--- src/rtl/dvp_cam_tx_pkg.sv ---
// Shared constants for the DVP camera-side transmitter.
package dvp_cam_tx_pkg;

    localparam int unsigned DVP_DATA_W = 8;
    localparam int unsigned STATE_W    = 3;

    // Frame FSM states
    localparam logic [STATE_W-1:0] ST_IDLE   = 3'd0;
    localparam logic [STATE_W-1:0] ST_VSYNC  = 3'd1;
    localparam logic [STATE_W-1:0] ST_VBP    = 3'd2;
    localparam logic [STATE_W-1:0] ST_ACTIVE = 3'd3;
    localparam logic [STATE_W-1:0] ST_HBLANK = 3'd4;
    localparam logic [STATE_W-1:0] ST_VFP    = 3'd5;

    // Default timing: OV7660 VGA YUV (two bytes per pixel)
    localparam int unsigned DEF_HLEN       = 1280;
    localparam int unsigned DEF_VLEN       = 480;
    localparam int unsigned DEF_HBLANK_CYC = 144;
    localparam int unsigned DEF_VSYNC_CYC  = 1568;
    localparam int unsigned DEF_VBP_CYC    = 1568;
    localparam int unsigned DEF_VFP_CYC    = 784;
    localparam int unsigned DEF_CW         = 16;

endpackage

--- src/rtl/dvp_timing_cnt.sv ---
// Loadable down-counter that stops at zero; zero_c flags the last cycle of a phase.
module dvp_timing_cnt #(
    parameter int unsigned W = 16
) (
    input  logic         clk,
    input  logic         rst,
    input  logic         load,
    input  logic [W-1:0] load_val,
    output logic         zero_c
);

    logic [W-1:0] cnt;

    // Load on phase entry, otherwise count down and hold at zero
    always_ff @(posedge clk or posedge rst) begin
        if (rst) begin
            cnt <= '0;
        end else if (load) begin
            cnt <= load_val;
        end else if (!zero_c) begin
            cnt <= cnt - W'(1);
        end
    end

    assign zero_c = (cnt == '0);

endmodule

--- src/rtl/dvp_cam_tx.sv ---
// DVP camera emulator: VSYNC/HREF/data framing from a valid/ready byte stream.
module dvp_cam_tx
    import dvp_cam_tx_pkg::*;
#(
    parameter int unsigned HLEN       = DEF_HLEN,
    parameter int unsigned VLEN       = DEF_VLEN,
    parameter int unsigned HBLANK_CYC = DEF_HBLANK_CYC,
    parameter int unsigned VSYNC_CYC  = DEF_VSYNC_CYC,
    parameter int unsigned VBP_CYC    = DEF_VBP_CYC,
    parameter int unsigned VFP_CYC    = DEF_VFP_CYC,
    parameter int unsigned CW         = DEF_CW
) (
    input  logic                  pclk,
    input  logic                  rst,
    input  logic                  start,
    input  logic                  stop,
    input  logic [DVP_DATA_W-1:0] pix,
    input  logic                  pix_valid,
    output logic                  pix_ready,
    output logic                  cam_vsync,
    output logic                  cam_href,
    output logic [DVP_DATA_W-1:0] cam_dout,
    output logic                  busy,
    output logic                  underflow,
    output logic [CW-1:0]         frame_cnt
);

    logic [STATE_W-1:0] state;
    logic [STATE_W-1:0] state_nxt;
    logic               cyc_zero;
    logic               cyc_load;
    logic [CW-1:0]      cyc_load_val;
    logic [CW-1:0]      row;
    logic               stop_pending;
    logic               last_row;
    logic               frame_end;

    assign last_row  = (row == CW'(VLEN - 1));
    assign frame_end = (state == ST_VFP) && cyc_zero;

    // Phase length counter
    dvp_timing_cnt #(.W(CW)) u_cyc (
        .clk      (pclk),
        .rst      (rst),
        .load     (cyc_load),
        .load_val (cyc_load_val),
        .zero_c   (cyc_zero)
    );

    // State register
    always_ff @(posedge pclk or posedge rst) begin
        if (rst) begin
            state <= ST_IDLE;
        end else begin
            state <= state_nxt;
        end
    end

    // Next-state and phase-counter reload
    always_comb begin
        state_nxt    = state;
        cyc_load     = 1'b0;
        cyc_load_val = '0;
        case (state)
            ST_IDLE:   if (start)    state_nxt = ST_VSYNC;
            ST_VSYNC:  if (cyc_zero) state_nxt = ST_VBP;
            ST_VBP:    if (cyc_zero) state_nxt = ST_ACTIVE;
            ST_ACTIVE: if (cyc_zero) state_nxt = ST_HBLANK;
            ST_HBLANK: if (cyc_zero) state_nxt = last_row ? ST_VFP : ST_ACTIVE;
            ST_VFP:    if (cyc_zero) state_nxt = stop_pending ? ST_IDLE : ST_VSYNC;
            default:   state_nxt = ST_IDLE;
        endcase
        // Every transition enters a new phase, so reload on any state change
        cyc_load = (state_nxt != state);
        case (state_nxt)
            ST_VSYNC:  cyc_load_val = CW'(VSYNC_CYC - 1);
            ST_VBP:    cyc_load_val = CW'(VBP_CYC - 1);
            ST_ACTIVE: cyc_load_val = CW'(HLEN - 1);
            ST_HBLANK: cyc_load_val = CW'(HBLANK_CYC - 1);
            ST_VFP:    cyc_load_val = CW'(VFP_CYC - 1);
            default:   cyc_load_val = '0;
        endcase
    end

    // Row index, advanced at each line end and rewound after the last line
    always_ff @(posedge pclk or posedge rst) begin
        if (rst) begin
            row <= '0;
        end else if ((state == ST_HBLANK) && cyc_zero) begin
            row <= last_row ? '0 : row + CW'(1);
        end
    end

    // Stop request latch, start-time underflow clear and frame counter
    always_ff @(posedge pclk or posedge rst) begin
        if (rst) begin
            stop_pending <= 1'b0;
            underflow    <= 1'b0;
            frame_cnt    <= '0;
        end else begin
            if (state == ST_IDLE) begin
                if (start) begin
                    stop_pending <= stop;
                    underflow    <= 1'b0;
                end
            end else if (frame_end && stop_pending) begin
                stop_pending <= 1'b0;
            end else if (stop) begin
                stop_pending <= 1'b1;
            end
            if ((state == ST_ACTIVE) && !pix_valid) begin
                underflow <= 1'b1;
            end
            if (frame_end) begin
                frame_cnt <= frame_cnt + CW'(1);
            end
        end
    end

    // Registered DVP outputs; status flags track the state register
    always_ff @(posedge pclk or posedge rst) begin
        if (rst) begin
            cam_vsync <= 1'b0;
            cam_href  <= 1'b0;
            cam_dout  <= '0;
            pix_ready <= 1'b0;
            busy      <= 1'b0;
        end else begin
            cam_vsync <= (state == ST_VSYNC);
            cam_href  <= (state == ST_ACTIVE);
            cam_dout  <= ((state == ST_ACTIVE) && pix_valid) ? pix : '0;
            pix_ready <= (state_nxt == ST_ACTIVE);
            busy      <= (state_nxt != ST_IDLE);
        end
    end

endmodule

--- config.mk ---
export PLATFORM = sky130hd
export DESIGN_NAME = dvp_cam_tx
export DESIGN_NICKNAME = d
export VERILOG_FILES = /design/src/rtl/dvp_cam_tx_pkg.sv /design/src/rtl/dvp_timing_cnt.sv /design/src/rtl/dvp_cam_tx.sv
export SDC_FILE = /design/constraint.sdc
export NUM_CORES = 1
export LEC_CHECK = 0
export BUFFER_PORTS_ARGS = -buffer_cell sky130_fd_sc_hd__buf_4
export CAP_MARGIN = 10
export CORE_ASPECT_RATIO = 0.7
export CORE_MARGIN = 1
export CORE_UTILIZATION = 30
export DETAILED_ROUTE_END_ITERATION = 12
export HOLD_SLACK_MARGIN = 0.15
export PLACE_DENSITY_LB_ADDON = 0.2
export RECOVER_POWER = 100
export SLEW_MARGIN = 20
export SYNTH_ARGS = -nofsm -noshare
export SYNTH_HDL_FRONTEND = slang
export SYNTH_HIERARCHICAL = 1
export SYNTH_SLANG_ARGS = --single-unit
--- constraint.sdc ---
create_clock -name pclk -period 2.95 [get_ports pclk]
set_input_delay 0.59 -clock pclk [delete_from_list [all_inputs] [get_ports pclk]]
set_output_delay 0.59 -clock pclk [all_outputs]
set_load 0.02 [all_outputs]
**After elaboration in Yosys (flattened, before gate mapping)**

Index checks and enable logic that the tools add are counted.
Widths: inputs -> output; s select.

- Bits in registers: 65
- Latch bits: 0
- Bits in writable memories: 0
- Bits in read-only memories: 0
- Input bits: 13
- Output and inout port bits: 29
- Logic and storage cells: 64
- Memories kept: 0

- Add/sub/neg operators: 3
- $mul: 0
- Div/mod/pow operators: 0
- $lt $le $gt $ge: 0
- Eq/ne operators: 14
- Shift operators: 0
- Multiplexer cells: 21
- Bitwise operators: 0
- Reductions and logical operators: 15

Operator list:

| kind | count |
|---|---|
| $mux 16 | 3 |
| $pmux 11 s4 | 1 |
| $add 16x1->16 const B | 2 |
| $mux 3 | 7 |
| $pmux 3 s6 | 1 |
| $eq 16x9->1 const B | 1 |
| $logic_not 16->1 | 1 |
| $sub 16x1->16 const B | 1 |
| $eq 3x2->1 const B | 4 |
| $eq 3x3->1 const B | 4 |
| $mux 1 | 8 |
| $mux 8 | 1 |
| $eq 3x1->1 const B | 2 |
| $reduce_bool 3->1 | 2 |
| $logic_and 1x1->1 | 5 |
| $reduce_and 2->1 | 2 |
| $reduce_bool 2->1 | 2 |
| $logic_not 3->1 | 1 |
| $ne 3x3->1 | 1 |
| $ne 2x1->1 const B | 1 |
| $ne 2x2->1 const B | 1 |
| $reduce_or 2->1 | 1 |
| $logic_not 1->1 | 1 |

**Logic depth before layout (Yosys ltp)**

Gate-level depths: netlist of run 1.

- Word-level depth: 8
- Gate-level depth with buffers: 13
- Mapped depth without buffers: 11

**Modules after synthesis**

Netlist of run 1, hierarchy kept.

Modules (own cells, without submodules):

| module | instances | cells an instance | area each (sq um) | sequential area each (sq um) |
|---|---|---|---|---|
| dvp_cam_tx | 1 | 219 | 2304.7 | 1226.2 |
| dvp_timing_cnt | 1 | 101 | 977.2 | 400.4 |

**Worst setup path before layout of run 1**

No wires, ideal clock.

- Kind: reg-to-reg
- Start: reg u_cyc.cnt[0]
- End: reg u_cyc.cnt[1]
- Library setup time: 125 ps
- Arrival: 2458 ps
- Data required time: 2825 ps
- Path slack: 368 ps
- Cell stages (with the launch flop): 13
- Path buffers: 2
- Period minus slack after synthesis: 2582 ps
- Cells stage by stage: dfrtp_1 inv_1 ha_1 nor4b_2 nand4_1 inv_1 buf_4 inv_1 a21oi_1 o32a_1 clkbuf_4 clkinv_1 mux2_2

- Elaborated cells between the ends (all ways): 19
- Those cells by class: add/sub: 1; eq/ne: 7; mux: 9; reduce/logical: 2

RTL lines:

| item | line | text |
|---|---|---|
| from (decl) | dvp_timing_cnt.sv:12 | `logic [W-1:0] cnt;` |
| from (signal assigned) | dvp_timing_cnt.sv:19 | `cnt <= load_val;` |
| from (signal assigned) | dvp_timing_cnt.sv:21 | `cnt <= cnt - W'(1);` |
| $logic_not 16->1 * | dvp_timing_cnt.sv:25 | `assign zero_c = (cnt == '0);` |
| via cyc_zero | dvp_cam_tx.sv:30 | `logic cyc_zero;` |
| $mux 3 (on tied branches) | - |  |
| $pmux 3 s6 * | dvp_cam_tx.sv:64 | `case (state)` |
| $ne 3x3->1 * | dvp_cam_tx.sv:74 | `cyc_load = (state_nxt != state);` |
| via cyc_load | dvp_cam_tx.sv:31 | `logic cyc_load;` |
| $ne 2x1->1 (no source line) / $mux 16 (equally long branches) | - |  |

The timed path passes the listed nets; every way through them passes the cells marked *. The select of a mux whose other input is x is not followed.
A chain may end at the register's enable or synchronous reset.

**Worst setup path after layout of run 1**

- Start: reg u_cyc.cnt[0]
- End: reg frame_cnt[12]

- Longest elaborated chain between the ends: 2

RTL lines:

| item | line | text |
|---|---|---|
| $logic_not 16->1 | dvp_timing_cnt.sv:25 |  |
| via cyc_zero | dvp_cam_tx.sv:30 |  |
| $logic_and 1x1->1 | dvp_cam_tx.sv:39 | `assign frame_end = (state == ST_VFP) && cyc_zero;` |
| to (signal assigned) | dvp_cam_tx.sv:115 | `frame_cnt <= frame_cnt + CW'(1);` |
| to (decl) | dvp_cam_tx.sv:25 | `output logic [CW-1:0] frame_cnt` |

The timed path passes the listed nets, and every way through them passes these cells.

==> impl_metrics.tcl, run 1 <==
set metrics [dict create \
    status "finished, violations left" \
    violations "max-capacitance violations, max-slew violations" \
    clk-insertion-delay-late_ns 0.32 \
    cts.repair.resized 0 \
    drtIter0Drc 119 \
    min_path_type "input pin to asynchronous set/reset pin" \
    setup_viol 0 \
    cp_cell_sequence "inv_1 -> ha_1 -> nor4b_2 -> nand4_1 -> inv_1 -> nand4b_4 -> or4_1 -> nand2b_1 -> xnor2_2" \
    crit_fanout 7 \
    cp_num_buf_inv 2 \
    cp_top_family "simple AND/OR/NAND/NOR gates" \
    netlist_area_um2 3280 \
    overflow 0 \
    arrival_ns 2.89 \
    numPortBuffers 41 \
    rows 31 \
    fillers 1039 \
    required_ns 3.15 \
    finalPower_uw 2720 \
    syn_to_final_growth_pct 19.9 \
    netlist.area_leader.share_pct 49.6 \
    h-tree-depth 3 \
    viasPerCell 4.75 \
    place_area_um2 3770 \
    cap_viol_max_count 1 \
    reg2reg_depth 9 \
    ant_nets 0 \
    combPwrFrac_pct 18.0 \
    yosysUniqueCellTypes 59 \
    yosysWarnings 6 \
    wl_per_cell_um 13.3 \
    place_ws_ns 0.361 \
    ios 42 \
    timing.final.crit_period_ns 2.69 \
    peakVddDrop_v 0.000294 \
    synth_top_family_by_area "simple AND/OR/NAND/NOR gates" \
    grt_pass1_wl_um 11200 \
    die_w_um 127 \
    syn_avg_cell_area_um2 10.3 \
    synth_cells 320 \
    clockBufferDepth 2 \
    cts.sinks 65 \
    synth_compound_area_share_pct 9.00 \
    dp_hpwl_um 4910 \
    initial_utilization_pct 31.3 \
    layout.nets 389 \
    pwr-share-seq_pct 43.9 \
    cp_slowest_cell "or4_1" \
    critical_path_class "register to register" \
    p_leak_uw 0.00178 \
    drive_gt1_share_pct 13.2 \
    route.detailed.drc 0 \
    ys_top_cells_by_count "dfrtp_1 (65), nand2_1 (35), xnor2_1 (24)" \
    cts_setup_buffers 0 \
    power_density_nw_per_um2 691 \
    setup_slack_ns 0.262 \
    drt_pre_antenna_iters 4 \
    tritoncts "built" \
    critical_path_cell_count 9 \
    swShare_pct 29.3 \
    gp_congestion 0.823 \
    synth_xor_area_share_pct 11.4 \
    worst_path_most_repeated_cell "inv_1" \
    r2r_start "u_cyc/cnt[0]$_DFFE_PP0P_" \
    synth-seq-area-share_pct 49.6 \
    synth_fa_ha_area_share_pct 1.14 \
    seq_area_um2 1630 \
    worst_clock_skew_ns 0.00611 \
    wl_um 6790 \
    cpPeakStageDelay_ns 0.62 \
    synthFlopType "dfrtp_1" \
    hold_violations 0 \
    core_area_um2 10500 \
    synth.most_common_cell "dfrtp_1" \
    tns_ns 0 \
    ys_ff_latch 65 \
    dieArea_um2 11400 \
    dr_total_vias 2420 \
    finalCritPeriodShare_pct 91.1 \
    yosysTopAreaCell "dfrtp_1" \
    synth-simple-area-share_pct 24.5 \
    regToRegEndpoint "frame_cnt[12]$_DFFE_PP0P_" \
    setup.worst_path.start "u_cyc/cnt[0]$_DFFE_PP0P_" \
    grt_max_degree 30 \
    slew_headroom_pct -3.90 \
    path_clk_slew_ns 0.05 \
    maxSlewViolCount 30 \
    die_height_um 89.5 \
    diodes 0 \
    yosys-top-cells-area "dfrtp_1 (50%), xnor2_1 (6.4%), xor2_1 (4.5%)" \
    p_clk_share_pct 38.1 \
    end_kind "register" \
    grt_pass1_vias 2266 \
    synth_mux_area_share_pct 0.953 \
    grt_use_total_pct 12.8 \
    start_kind "register" \
    multi_input_area_um2 1550 \
    r2r_slack_ns 0.26 \
    root_buffer "clkbuf_16" \
    rsz0062_at_grt "false" \
    synth_edf_count 0 \
    final_area_um2 3940 \
    p_int_uw 1920 \
    worst_pin_slew_ns 1.56 \
    switching_power_uw 798 \
    async_flop_share_pct 100 \
    ctsHoldBuffers 0 \
    cts_buffers 9 \
    antenna_found_initial 0 \
    fmax_ghz 0.372 \
]
placed cells by master (no fill, tap or decap), drive strengths merged, types with 2 or more instances in the layout:
cell    Yosys  routed
and4bb      3       3
mux2i       2       2
clkbuf      5      43
ha          3       3
a211oi      2       2
nand2b      5       5
nor2       20      20
nand4b      2       2
nand3      12      12
xor2       17      17
o21ai      10      10
clkinv      1       5
nor2b       3       3
dfrtp      65      65
nand2      35      35
a31oi       2       2
or2         2       2
inv        15      15
nand4      11      11
xnor2      25      25
or3         3       3
buf         5      15
a21oi      11      11
o31ai      10      10
and3       12      12
conb        1       5
nor4       10      10
or4         2       2
nor3       11      11
o41ai       2       2
flip-flops by register name, summed over array words and instances, names as in the netlist, 3 cells and up:
name and flops:
u_cyc/cnt 16, row 16, frame_cnt 16, state 3, cam_dout 8
power groups by stage:
stage	clock, uW	sequential [uW]	combinational [uW]
floorplan	0	1180	385
global placement	0	1210	501
detailed placement	0	1210	503
CTS	1070	1190	506
global route	1110	1220	550
finish	1040	1200	491
worst max path at each step:
| stage | endpoint | slack, ns |
|---|---|---|
| floorplan | u_cyc/cnt[1]$_DFFE_PP0P_ | 0.37 |
| global placement | u_cyc/cnt[1]$_DFFE_PP0P_ | 0.44 |
| detailed placement | u_cyc/cnt[1]$_DFFE_PP0P_ | 0.36 |
| CTS | u_cyc/cnt[1]$_DFFE_PP0P_ | 0.34 |
| global route | frame_cnt[12]$_DFFE_PP0P_ | 0.05 |
| finish | frame_cnt[12]$_DFFE_PP0P_ | 0.26 |
routing by layer:
metal / routed length, um / global-route usage, % / vias up / part of all wire [%]
li1: - / - / 1231 / -
met1: 3770 / 18.4 / 1115 / 56
met2: 2600 / 17.8 / 66 / 38
met3: 340 / 3.77 / 8 / 5.0
met4: 79 / 4.98 / 0 / 1.2
met5: 0 / 0 / - / 0
area by class of cell:
cell class	instances	area share, %
sequential	65	41.3
multi-input combinational	233	39.4
clock buffer	10	6.07
timing repair buffer	48	6.04
tap	132	4.20
inverter	16	1.53
clock inverter	6	1.46
cells by family (layout without fill, tap and decap cells):
| kind of cell | after synthesis | count (layout) |
|---|---|---|
| buf+inv | 26 | 80 |
| simple gates | 136 | 136 |
| mux | 3 | 3 |
| xor+xnor | 42 | 42 |
| fa+ha+maj | 3 | 3 |
| other cells | 1 | 5 |
| compound gates | 44 | 44 |
| flops | 65 | 65 |
metrics by stage:
step                      cells  hold WS [ns]  util, %
after floorplan             324         0.434        -
after global placement      494         0.454     36.0
after detailed placement    494         0.451     36.0
after CTS                   510         0.284     38.9
after global routing        510         0.416     37.6
final                       510         0.341     37.6
No activity file was read; power rests on OpenSTA's default activity.
==> run 2: changes to the inputs <==
--- a/config.mk
+++ b/config.mk
@@ -9,11 +9,12 @@
 export CAP_MARGIN = 10
 export CORE_ASPECT_RATIO = 0.7
 export CORE_MARGIN = 1
-export CORE_UTILIZATION = 30
+export CORE_UTILIZATION = 55
 export DETAILED_ROUTE_END_ITERATION = 12
 export HOLD_SLACK_MARGIN = 0.15
 export PLACE_DENSITY_LB_ADDON = 0.2
 export RECOVER_POWER = 100
+export REMOVE_ABC_BUFFERS = 1
 export SLEW_MARGIN = 20
 export SYNTH_ARGS = -nofsm -noshare
 export SYNTH_HDL_FRONTEND = slang
==> run 2 against run 1 <==
  * The run now ends clean
  * Critical path depth unchanged
  * Power decreased by 16%
  * Flip-flop and latch count unchanged
  * Global-route usage increased by 10 points
  * Clock power down 41%
  * Largest cell class unchanged
  * Largest power group unchanged
  * Design area decreased by 5.6%
  * Routed wire length shrank 5.6%
==> impl_metrics.tcl, run 2 (synthesis results as in run 1) <==
set metrics [dict create \
    critical_path_class "register to register" \
    end_kind "register" \
    worst_path_most_repeated_cell "inv_1" \
    cpPeakStageDelay_ns 0.61 \
    gp_congestion 0.841 \
    core_area_um2 5730 \
    cts.repair.resized 0 \
    cts_buffers 9 \
    grt_use_total_pct 23.2 \
    final_area_um2 3710 \
    required_ns 3.17 \
    clockBufferDepth 2 \
    die_height_um 66.6 \
    mostFrequentLayoutCell "dfrtp_1" \
    viasPerCell 5.40 \
    grt_pass1_wl_um 10900 \
    tns_ns 0 \
    numPortBuffers 41 \
    cp_slowest_cell "or4_1" \
    power_density_nw_per_um2 618 \
    reg_top3 "frame_cnt x16, row x16, u_cyc/cnt x16" \
    diodes 0 \
    status "completed" \
    dp_hpwl_um 4670 \
    place_area_um2 3690 \
    timing.final.crit_period_ns 2.78 \
    drive_gt1_share_pct 11.7 \
    cp_cell_sequence "inv_1 -> ha_1 -> nor4b_2 -> nand4_1 -> inv_1 -> nand4b_4 -> or4_1 -> nand2b_1 -> xnor2_2" \
    fmax_ghz 0.359 \
    arrival_ns 3.01 \
    syn_to_final_growth_pct 13.2 \
    dr_total_vias 2439 \
    rsz0062_at_grt "false" \
    rows 23 \
    final_cell_mix "dfrtp_1 (65), clkbuf_1 (36), nand2_1 (35)" \
    reg2reg_depth 9 \
    ctsHoldBuffers 0 \
    wl_per_cell_um 14.2 \
    die_w_um 94.3 \
    drtIter0Drc 77 \
    wl_um 6410 \
    route.detailed.drc 0 \
    drt_pre_antenna_iters 4 \
    root_buffer "clkbuf_8" \
    p_leak_uw 0.00171 \
    cts.sinks 65 \
    slew_headroom_pct 22.1 \
    ios 42 \
    setup_viol 0 \
    path_clk_slew_ns 0.07 \
    cts_setup_buffers 0 \
    peakVddDrop_v 0.000357 \
    grt_pass1_vias 2316 \
    worst_clock_skew_ns 0.00688 \
    min_path_type "input pin to asynchronous set/reset pin" \
    worst_pin_slew_ns 1.17 \
    finalCritPeriodShare_pct 94.4 \
    hold_violations 0 \
    ant_nets 0 \
    clk-insertion-delay-late_ns 0.34 \
    layout.nets 388 \
    h-tree-depth 3 \
    grt_max_degree 32 \
    start_kind "register" \
    dieArea_um2 6280 \
    maxSlewViolCount 0 \
    overflow 0 \
    fillers 512 \
    crit_fanout 11 \
    antenna_found_initial 0 \
    initial_utilization_pct 57.3 \
    tritoncts "built" \
    cap_viol_max_count 0 \
]
-- run 2: changes by cell type in the layout (fill, tap and decap cells not counted) --
cell | before | now
bufinv_16 | 1 | 0
clkinvlp_4 | 1 | 0
clkbuf_8 | 1 | 9
clkbuf_16 | 9 | 0
and4bb_1 | 0 | 1
clkbuf_2 | 1 | 0
and4bb_2 | 3 | 2
clkbuf_1 | 32 | 36
buf_4 | 15 | 14
-- run 2: power breakdown --
part / switching [uW] / internal, uW / leakage, uW / total, uW
clock: 318 / 300 / 0.0000839 / 617
combinational: 242 / 238 / 0.000772 / 480
sequential: 184 / 1010 / 0.000855 / 1200
total: 744 / 1550 / 0.00171 / 2290
-- run 2: worst paths after layout --
path	start	endpoint	slack (ns)
setup reg to reg	u_cyc/cnt[0]$_DFFE_PP0P_	frame_cnt[12]$_DFFE_PP0P_	0.17
max in group asynchronous	rst	cam_dout[0]$_DFF_PP0_	1.29
setup / recovery	u_cyc/cnt[0]$_DFFE_PP0P_	frame_cnt[12]$_DFFE_PP0P_	0.17
hold reg to reg	row[15]$_DFFE_PP0P_	row[15]$_DFFE_PP0P_	0.46
min in group pclk	row[15]$_DFFE_PP0P_	row[15]$_DFFE_PP0P_	0.46
hold / removal	rst	u_cyc/cnt[0]$_DFFE_PP0P_	0.32
-- run 2: critical path: cells and delay by family (launching register included) --
kind | cells | cell delay (ns)
adders and majority gates | 1 | 0.23
xor gates and xnor gates | 1 | 0.14
and+or+nand+nor | 5 | 1.46
buffers and inverters | 2 | 0.41
DFF | 1 | 0.42
-- run 2: final cells by class --
class                           count  area, um2  share of cell area, %
Timing Repair Buffer               47        229                   6.16
Sequential cell                    65       1630                   43.8
Multi-Input combinational cell    233       1550                   41.7
Tap cell                           75       93.8                   2.53
Clock inverter                      4       20.0                  0.539
Clock buffer                       12        135                   3.64
Inverter                           16       60.1                   1.62
-- run 2: through the flow --
step | util (%) | setup slack (ns) | power (uW) | hold slack, ns | instances
6_report | 64.9 | 0.166 | 2290 | 0.317 | 452
5_1_grt | 64.9 | 0.0235 | 2440 | 0.358 | 452
4_1_cts | 67.2 | 0.198 | 2330 | 0.350 | 452
3_5_place_dp | 64.5 | 0.234 | 1700 | 0.454 | 436
3_3_place_gp | 64.5 | 0.354 | 1680 | 0.453 | 436
2_1_floorplan | - | -0.111 | 1550 | 0.434 | 314
-- run 2: per-layer routing --
layer | part of all wire (%) | wire [um] | up-vias | global-route usage (%)
li1 | - | - | 1228 | -
met2 | 44 | 2820 | 49 | 33.2
met5 | 0 | 0 | - | 0
met4 | 0.34 | 22 | 0 | 6.92
met3 | 4.9 | 317 | 2 | 9.59
met1 | 51 | 3250 | 1160 | 31.8
